File: src/rtl/ahb_pkg.sv
// Shared AHB-Lite encodings and the slave front-end state type for the AHB-APB bridge.
package ahb_pkg;

  localparam logic [1:0] HTRANS_IDLE   = 2'b00;
  localparam logic [1:0] HTRANS_BUSY   = 2'b01;
  localparam logic [1:0] HTRANS_NONSEQ = 2'b10;
  localparam logic [1:0] HTRANS_SEQ    = 2'b11;

  localparam logic [1:0] HRESP_OKAY  = 2'b00;
  localparam logic [1:0] HRESP_ERROR = 2'b01;

  localparam logic [2:0] HSIZE_BYTE = 3'b000;
  localparam logic [2:0] HSIZE_HALF = 3'b001;
  localparam logic [2:0] HSIZE_WORD = 3'b010;

  typedef enum logic [2:0] {
    ST_IDLE,
    ST_DATA,
    ST_REQ,
    ST_RESP,
    ST_ERR1,
    ST_ERR2
  } state_e;

endpackage

File: src/rtl/ahb_xfer_check.sv
// Address-phase decode for a bridge slave: window select and size/alignment legality.
module ahb_xfer_check
  import ahb_pkg::*;
#(
  parameter logic [31:0] BASE_ADDR = 32'h8000_0000,
  parameter logic [31:0] ADDR_SPAN = 32'h0000_1000
) (
  input  logic [31:0] haddr_i,
  input  logic [2:0]  hsize_i,
  input  logic [1:0]  htrans_i,
  input  logic        hreadyin_i,
  output logic        sel_o,
  output logic        legal_o
);

  // One extra bit so a window ending at the top of the address map does not wrap.
  logic [32:0] end_addr;
  logic        in_window;
  logic        active;

  assign end_addr  = {1'b0, BASE_ADDR} + {1'b0, ADDR_SPAN};
  assign in_window = (haddr_i >= BASE_ADDR) && ({1'b0, haddr_i} < end_addr);
  assign active    = (htrans_i == HTRANS_NONSEQ) || (htrans_i == HTRANS_SEQ);
  assign sel_o     = hreadyin_i & active & in_window;

  always_comb begin
    legal_o = 1'b0;
    case (hsize_i)
      HSIZE_BYTE: legal_o = 1'b1;
      HSIZE_HALF: legal_o = ~haddr_i[0];
      HSIZE_WORD: legal_o = (haddr_i[1:0] == 2'b00);
      default:    legal_o = 1'b0;
    endcase
  end

endmodule

File: src/rtl/ahb_slave_if.sv
// AHB-Lite slave front end of the AHB-APB bridge: turns accepted transfers into
// req/ack requests and stretches the data phase until the downstream side answers.
//
// state | meaning
// IDLE  | ready, OKAY, waiting for a selected transfer
// DATA  | first data-phase cycle, write data captured at its end
// REQ   | request presented downstream until req_ack
// RESP  | one-cycle OKAY completion, may accept the next transfer
// ERR1  | first ERROR cycle, Hreadyout low
// ERR2  | second ERROR cycle, Hreadyout high, may accept the next transfer
module ahb_slave_if
  import ahb_pkg::*;
#(
  parameter logic [31:0] BASE_ADDR = 32'h8000_0000,
  parameter logic [31:0] ADDR_SPAN = 32'h0000_1000
) (
  input  logic        Hclk,
  input  logic        Hreset,
  input  logic        Hwrite,
  input  logic        Hreadyin,
  input  logic [1:0]  Htrans,
  input  logic [2:0]  Hsize,
  input  logic [31:0] Haddr,
  input  logic [31:0] Hwdata,
  output logic        Hreadyout,
  output logic [1:0]  Hresp,
  output logic [31:0] Hrdata,
  output logic        req_valid,
  output logic        req_write,
  output logic [31:0] req_addr,
  output logic [31:0] req_wdata,
  input  logic        req_ack,
  input  logic        req_err,
  input  logic [31:0] req_rdata
);

  state_e      state_q, state_d;
  logic        sel;
  logic        legal;
  logic        accept;
  logic [31:0] addr_q;
  logic        write_q;
  logic [31:0] wdata_q;
  logic [31:0] rdata_q;

  ahb_xfer_check #(
    .BASE_ADDR(BASE_ADDR),
    .ADDR_SPAN(ADDR_SPAN)
  ) u_xfer_check (
    .haddr_i   (Haddr),
    .hsize_i   (Hsize),
    .htrans_i  (Htrans),
    .hreadyin_i(Hreadyin),
    .sel_o     (sel),
    .legal_o   (legal)
  );

  always_comb begin
    state_d   = state_q;
    Hreadyout = 1'b1;
    Hresp     = HRESP_OKAY;
    req_valid = 1'b0;
    accept    = 1'b0;
    case (state_q)
      ST_IDLE, ST_RESP, ST_ERR2: begin
        if (state_q == ST_ERR2) Hresp = HRESP_ERROR;
        accept = sel;
        if (sel) state_d = legal ? ST_DATA : ST_ERR1;
        else     state_d = ST_IDLE;
      end
      ST_DATA: begin
        Hreadyout = 1'b0;
        state_d   = ST_REQ;
      end
      ST_REQ: begin
        Hreadyout = 1'b0;
        req_valid = 1'b1;
        if (req_ack) state_d = req_err ? ST_ERR1 : ST_RESP;
      end
      ST_ERR1: begin
        Hreadyout = 1'b0;
        Hresp     = HRESP_ERROR;
        state_d   = ST_ERR2;
      end
      default: state_d = ST_IDLE;
    endcase
  end

  always_ff @(posedge Hclk) begin
    if (Hreset) begin
      state_q <= ST_IDLE;
      addr_q  <= '0;
      write_q <= 1'b0;
      wdata_q <= '0;
      rdata_q <= '0;
    end else begin
      state_q <= state_d;
      if (accept && legal) begin
        addr_q  <= Haddr;
        write_q <= Hwrite;
      end
      if (state_q == ST_DATA) wdata_q <= Hwdata;
      // Read data only on a clean read completion; errors and writes leave it alone.
      if (state_q == ST_REQ && req_ack && !req_err && !write_q) rdata_q <= req_rdata;
    end
  end

  assign req_addr  = addr_q;
  assign req_write = write_q;
  assign req_wdata = wdata_q;
  assign Hrdata    = rdata_q;

endmodule
File: config.mk
export PLATFORM = sky130hd
export DESIGN_NAME = ahb_slave_if
export DESIGN_NICKNAME = d
export VERILOG_FILES = /design/src/rtl/ahb_pkg.sv /design/src/rtl/ahb_xfer_check.sv /design/src/rtl/ahb_slave_if.sv
export SDC_FILE = /design/constraint.sdc
export NUM_CORES = 1
export LEC_CHECK = 0
export CELL_PAD_IN_SITES_DETAIL_PLACEMENT = 0
export CELL_PAD_IN_SITES_GLOBAL_PLACEMENT = 1
export CORE_UTILIZATION = 40
export DETAILED_ROUTE_END_ITERATION = 8
export DONT_BUFFER_PORTS = 1
export PLACE_DENSITY_LB_ADDON = 0.08
export SETUP_SLACK_MARGIN = 0.02
export SYNTH_ARGS = -nofsm -noshare
export SYNTH_HDL_FRONTEND = slang
export SYNTH_SLANG_ARGS = --single-unit
File: constraint.sdc
create_clock -name Hclk -period 2.1 [get_ports Hclk]
set_input_delay 0.315 -clock Hclk [delete_from_list [all_inputs] [get_ports Hclk]]
set_output_delay 0.315 -clock Hclk [all_outputs]
set_load 0.02 [all_outputs]
# Word-level counts from Yosys, hierarchy flattened
# Index checks and enable logic that the tools add are counted.
[totals] ff_bits=100 out_inout_bits=101 word_cells=44 in_bits=107
[classes] n_reduce_logical=13 n_eq_ne=10 bitwise_logic=3 n_mux=11 n_lt_le_gt_ge=2
[ops] op="$ge 32x32->1 const B" count=1
[ops] op="$lt 32x32->1 const B" count=1
[ops] op="$mux 3" count=4
[ops] op="$pmux 3 s4" count=1
[ops] op="$eq 3x2->1 const B" count=3
[ops] op="$eq 3x1->1 const B" count=2
[ops] op="$eq 3x3->1 const B" count=2
[ops] op="$logic_not 3->1" count=2
[ops] op="$reduce_or 3->1" count=2
[ops] op="$logic_and 1x1->1" count=5
[ops] op="$eq 2x2->1 const B" count=2
[ops] op="$mux 1" count=4
[ops] op="$pmux 1 s3" count=1
[ops] op="$and 1x1->1" count=2
[ops] op="$logic_not 1->1" count=2
[ops] op="$logic_not 2->1" count=1
[ops] op="$ne 2x2->1 const B" count=1
[ops] op="$pmux 1 s2" count=1
[ops] op="$logic_or 1x1->1" count=1
[ops] op="$not 1->1" count=1

# Longest topological paths before layout
# Gate-level depths: netlist (run 1).
[logic_depth] word_depth=6 depth_mapped=7 depth_no_buf=4

# By module
# A second synthesis (run 1) with hierarchy kept.
[unflattened] hier_cells=476 area_unflattened_um2=4141.5
[by_module_without_submodules] module="ahb_slave_if" instances=1 area_per_inst_um2=4062.6 seq_area_each_um2=2001.9 cells_each=465
[by_module_without_submodules] module="ahb_xfer_check" instances=1 area_per_inst_um2=78.8 seq_area_each_um2=0.0 cells_each=11

# Least setup slack after synthesis (run 1)
# No wires, ideal clock.
[synth_path] kind="input -> register" from="input Haddr[21]" to="register addr_q[10], in the netlist req_addr[10]" setup_ps=72 slack_ps=407 cell_stages=6 path_buffers=2 t_arrival_ps=1621 cell_sequence="or4_4 -> nor3_4 -> and4_1 -> buf_6 -> buf_12 -> mux2i_1"
[synth_between] elab_chain_len=5 word_cells_on_any_way=6
[synth_rtl] item="start: declaration" line_no="ahb_slave_if.sv:23" text="input logic [31:0] Haddr,"
[synth_rtl] item="$ge 32x32->1 / $lt 32x32->1 (equally long branches)" line_no="ahb_xfer_check.sv:22" text="assign in_window = (haddr_i >= BASE_ADDR) && ({1'b0, haddr_i} < end_addr);"
[synth_rtl] item="$logic_and 1x1->1 *" line_no="ahb_xfer_check.sv:22"
[synth_rtl] item="$and 1x1->1 *" line_no="ahb_xfer_check.sv:24" text="assign sel_o = hreadyin_i & active & in_window;"
[synth_rtl] item="$mux 1 *" line_no="ahb_slave_if.sv:64" text="case (state_q)"
[synth_rtl] item="$logic_and 1x1->1 *" line_no="ahb_slave_if.sv:98" text="if (accept && legal) begin"
[synth_rtl] item="end signal: assignment" line_no="ahb_slave_if.sv:99" text="addr_q <= Haddr;"
[synth_rtl] item="end: declaration" line_no="ahb_slave_if.sv:41" text="logic [31:0] addr_q;"
# Every way passes the cells marked *; elsewhere a longest branch is shown, timed or not.
# A chain may end at the register's enable or synchronous reset.

# Worst setup path in the final report (run 1)
[layout_path] from="register state_q[2]" to="output Hreadyout"
[layout_between] elab_chain_len=3 word_cells_on_any_way=5
[layout_rtl] item="start: declaration" line_no="ahb_slave_if.sv:37" text="state_e state_q, state_d;"
[layout_rtl] item="start signal: assignment" line_no="ahb_slave_if.sv:97" text="state_q <= state_d;"
[layout_rtl] item="$eq 3x1->1, or another cell as far along" line_no="ahb_slave_if.sv:64"
[layout_rtl] item="$reduce_or 3->1 (no line) *"
[layout_rtl] item="$mux 1 *" line_no="ahb_slave_if.sv:64"
[layout_rtl] item="end: declaration" line_no="ahb_slave_if.sv:25" text="output logic Hreadyout,"
# Marks and branches as above.

==> flow_summary.ini, run 1 <==
[synthesis]
ys.flop_type = dfxtp_1
ys_ff_latch = 100
syn-num-nets = 526
async_flop_share_pct = 0
yosysTopAreaCellShare_pct = 54.9
ys_seq_area_share_pct = 54.9
synthCells = 419
synth_edf_count = 0
syn_area_per_cell_um2 = 8.70
yosysTopAreaCell = dfxtp_1
yosysWarnings = 0
ys_top_cells_by_area = dfxtp_1 (55%), nand2_1 (13%), a21oi_1 (9.5%)
synth.distinct_cells = 36
netlist_area_um2 = 3650

[setup_path]
reg2reg_slack_ns = 0.42
path_delay_family = flip-flops
max_stage_delay_ns = 0.51
start_kind = register
timing.rr.end = req_addr[27]
critical_path_depth = 3
rr_worst_depth = 4
cp.arrival_ns = 1.52
cp_num_buf_inv = 1
critPathMaxFanout = 12
required_ns = 1.78
r2r-start = state_q[2]
end_kind = output pin
critPathSlowestCell = dfxtp_1
cp_cell_sequence = nor3_2 > buf_4 > a21oi_1
critPathKind = reg -> out

[sta]
maxSlewHeadroom_pct = 52.0
setup_viol = 0
tightest_slew_ns = 0.718
setup_tns_ns = 0
fmax_ghz = 0.546
rsz0062_at_grt = false
slew_viol_final = 0
worst_clock_skew_ns = 0.0138
final.period_utilization_pct = 87.2
min_period_ns = 1.83
finalHoldViolations = 0

[clock_network]
clk_path_buf_depth = 2
cts_setup_buffers = 0
cts_sinks = 100
root_buffer = clkbuf_8
cts_buffers = 9
clk_pin_slew_ns = 0.09
holdBufCountCts = 0
clk_latency_ns = 0.35
cts_htree_levels = 3
cts_tree = yes
cts_resized = 0

[route]
via_count = 2665
dr.first_iter.drc_count = 110
drc = 0
wl_um = 8140
postRouteAntennaNets = 0
dr.pass1.iters = 4
wire_per_inst_um = 15.6
vias_per_cell = 5.11

[finish]
fill_cells = 902
post_route_cells_drive_above_1_share_pct = 7.00
nets = 516
area_delta_synth_final_pct = 6.96
fin_cells = 522
n_antenna_cell = 0

[floorplanning]
ios = 208
die_area_um2 = 9500
fp.dieW_um = 97.5
core_um2 = 8760
chipHeight_um = 97.5
rows = 34
initial_core_util_pct = 41.6

[worst_hold_path]
hold_end = Hrdata[0]
min_path_type = in -> reg
holdPathStages = 1
hp-start = Hreset

[grt]
grt_usage_pct = 16.0
gr-total-overflow = 0
grt_first_pass_wirelength_um = 12200
grt_max_degree = 95
antenna_found_initial = 0
grt_pass1_vias = 2384

[job]
timing.max_cap.violations = 0

[pwr]
powerDensity_nw_per_um2 = 780
leakagePower_nw = 1.30
ir_drop_mv = 0.365

[placement]
port_buffers = 0
gp_congestion = 0.707
dp_hpwl_um = 5430
dpl.cell_count = 504

[status]
status = complete, no violations
## placed cells by master, fill, tap and decap left out, types with 2 or more instances in the layout
cell	netlist	layout
and2_1	19	19
a21o_1	2	2
or3_1	2	2
nand2_1	130	130
clkinvlp_4	0	2
dfxtp_1	100	100
o21a_1	2	2
mux2i_1	13	13
clkbuf_8	0	10
a21oi_1	69	69
dlygate4sd3_1	0	2
clkbuf_1	20	2
and4_1	2	2
inv_6	0	2
nand2b_1	27	27
nor4_1	2	2
buf_4	1	6
## synth_stat cells (2+ instances only)
library cell    n
or3_1           2
and4_1          2
o21a_1          2
nand2_1       130
and2_1         19
dfxtp_1       100
a21oi_1        69
a21o_1          2
clkbuf_1       20
nor4_1          2
nor3_1          2
buf_2           7
nand2b_1       27
mux2i_1        13
## cell families (layout without fill, tap and decap cells)
logic type,after synthesis,count (layout),share of synthesized area [%]
buffers and inverters,32,27,4.29
xor gates and xnor gates,1,1,0.240
other,1,1,0.103
and+or+nand+nor,195,195,25.5
AOI/OAI and AO/OA,77,77,11.5
DFF,100,100,54.9
muxes,13,13,3.57
## per-layer routing
metal / GRT usage (%) / part of all wire, %
met5: 0 / 0
met4: 7.13 / 0.44
met3: 6.83 / 10
met2: 24.5 / 47
met1: 19.5 / 42
## sequential cells by signal, summed over array words and instances, names as in the netlist
| signal | count |
|---|---|
| Hrdata | 32 |
| req_addr | 32 |
| req_wdata | 32 |
| state_q | 3 |
| req_write | 1 |
## power by group
part | switching, mW | internal [mW]
logic | 0.0202 | 0.0217
registers | 0.00000736 | 1.89
clock network | 0.635 | 0.474
total | 0.655 | 2.39
## worst max-delay path by stage
stage | from | endpoint | slack, ns
2_1_floorplan | Haddr[21] | req_addr[10] | 0.41
3_3_place_gp | Haddr[21] | req_addr[13] | 0.31
3_5_place_dp | Haddr[21] | req_addr[15] | 0.29
4_1_cts | state_q[2] | Hreadyout | 0.22
5_1_grt | state_q[2] | Hreadyout | 0.16
6_report | state_q[2] | Hreadyout | 0.27
## metrics by stage
step	power [mW]	worst slack (ns)	cell area [um2]	utilization, %	hold WS (ns)
after floorplan	1.99	0.407	3650	-	0.451
after global placement	1.97	0.308	3700	42.3	0.397
after detailed placement	1.97	0.288	3700	42.3	0.399
after CTS	3.09	0.221	3880	44.3	0.00160
after global routing	3.17	0.157	3900	44.5	-0.000724
final	3.04	0.269	3900	44.5	0.0527
## layout make-up
type	instances	area (um2)	area share, %
Multi-Input combinational cell	287	1490	38.3
Tap cell	108	135	3.46
Inverter	2	7.51	0.192
Clock inverter	4	32.5	0.834
Clock buffer	12	145	3.72
Timing Repair Buffer	9	85.1	2.18
Sequential cell	100	2000	51.3
(Power assumes the default switching activity.)
==> inputs of run 2 (changes only) <==
CORE_ASPECT_RATIO = 0.9   (was default)
==> run 2 against run 1 <==
Against the previous run:
- combinational power rose by 5%
- highest routed layer unchanged
- critical path depth is 1 lower
- critical path type unchanged
- maximum frequency up 4.0%
- core utilization up 0.73 points
- routed wire length grew 3.0%
- non-clock buffer count increased by 1
- die area about the same
- via count down 0.38%
- design area is 0.77% higher
==> flow_summary.ini, run 2 (synthesis results as in run 1) <==
[clock_network]
clk_latency_ns = 0.36
cts_sinks = 100
cts_buffers = 9
cts_htree_levels = 3
clk_path_buf_depth = 2
root_buffer = clkbuf_8
cts_tree = yes
clk_pin_slew_ns = 0.10

[route]
routed-wl-met3_um = 1080
dr.pass1.iters = 4
wl_um = 8380
drc = 0
wire_per_inst_um = 15.7
via_count = 2655
vias_per_cell = 4.97
dr.first_iter.drc_count = 121
wl_met2_um = 3850
postRouteAntennaNets = 0
routed.top_layer = met4
drt-met1-wl_um = 3340

[placement]
place_area_um2 = 3700
port_buffers = 0
dp_hpwl_um = 5620
gp_congestion = 0.779

[sta]
worst_clock_skew_ns = 0.0175
min_period_ns = 1.76
rsz0062_at_grt = false
final.period_utilization_pct = 83.8
tightest_slew_ns = 0.663
slew_viol_final = 0
fmax_ghz = 0.568
finalHoldViolations = 0
maxSlewHeadroom_pct = 55.8
setup_viol = 0
setup_tns_ns = 0

[floorplanning]
fp.dieW_um = 103
chipHeight_um = 92.6
core_um2 = 8690
initial_core_util_pct = 42.0
ios = 208
rows = 32
die_area_um2 = 9500

[finish]
fill_cells = 910
final_cell_mix = nand2_1 (130), dfxtp_1 (100), a21oi_1 (69), nand2b_1 (27), and2_1 (19)
nets = 517
n_antenna_cell = 0
final_common_cell = nand2_1
area_delta_synth_final_pct = 7.79
postLayoutCellArea_um2 = 3930
post_route_cells_drive_above_1_share_pct = 7.47

[worst_hold_path]
min_path_type = in -> reg

[setup_path]
cp.arrival_ns = 1.44
path_delay_family = flip-flops
required_ns = 1.78
critPathKind = reg -> out
critPathSlowestCell = dfxtp_1
end_kind = output pin
max_stage_delay_ns = 0.51
start_kind = register
cp_cell_sequence = xor2_1 > a21oi_1
cp_num_buf_inv = 0
critPathMaxFanout = 9

[grt]
grt_max_degree = 95
antenna_found_initial = 0
grt_first_pass_wirelength_um = 11900
grt_pass1_vias = 2405
grt_usage_pct = 16.5
gr-total-overflow = 0

[pwr]
leakagePower_nw = 1.32
powerDensity_nw_per_um2 = 794
ir_drop_mv = 0.316

[status]
status = complete, no violations

[job]
timing.max_cap.violations = 0
## run 2: changes by cell type in the layout (fill, tap and decap cells not counted)
cell and change:
buf_12 -1, buf_4 +1, clkbuf_1 -2, clkbuf_8 -1, clkinv_2 +1, clkinv_4 +2
clkinv_8 +2, clkinvlp_4 -2, dlygate4sd3_1 +1
## run 2: metrics by stage
step / instances / power, mW / worst slack, ns / util, % / hold slack, ns
after CTS: 531 / 3.15 / 0.301 / 44.9 / 0.000398
after detailed placement: 515 / 1.97 / 0.246 / 42.6 / 0.398
after floorplan: 419 / 1.99 / 0.407 / - / 0.451
after global placement: 515 / 1.97 / 0.265 / 42.6 / 0.396
final: 534 / 3.12 / 0.340 / 45.2 / 0.0395
after global routing: 534 / 3.25 / 0.205 / 45.2 / 0.00639
## run 2: repair_timing
action	4_1_cts	5_1_grt
setup buffers	0	0
resized for setup	0	0
hold buffers	0	3
endpoints found under the hold margin	0	3
## run 2: worst paths after layout
kind	to	slack (ns)	from	depth (start not counted)
setup / recovery	Hreadyout	0.34	state_q[2]	2
hold / removal	Hrdata[10]	0.04	Hreset	1
setup reg to reg	req_addr[22]	0.36	state_q[2]	4
hold reg to reg	req_wdata[4]	0.56	req_wdata[4]	2
## run 2: layout make-up
| class | count | area [um2] | share of cell area (%) |
|---|---|---|---|
| clock buffer | 9 | 124 | 3.15 |
| clock inverter | 7 | 72.6 | 1.85 |
| inverter | 2 | 7.51 | 0.191 |
| multi-input combinational | 287 | 1490 | 38.0 |
| sequential | 100 | 2000 | 50.9 |
| tap | 119 | 149 | 3.79 |
| timing repair buffer | 10 | 82.6 | 2.10 |
## run 2: report_power, final
part	switching (mW)	total, mW	leakage [nW]	internal [mW]
registers	0.00000746	1.90	0.805	1.90
logic	0.0208	0.0438	0.416	0.0230
clock network	0.720	1.18	0.0997	0.462
## run 2: worst reg2reg max path: cells and delay by family, from the launching register on
kind | cells | cell delay [ns]
AND/OR/NAND/NOR | 1 | 0.21
AO/OA/AOI/OAI | 2 | 0.83
XOR/XNOR | 1 | 0.14
flip-flops | 1 | 0.51
## run 2: layer usage
layer / track usage, % / vias up
li1: - / 1336
met4: 6.67 / 0
met5: 0 / -
met2: 24.9 / 112
met3: 9.06 / 8
met1: 19.1 / 1199
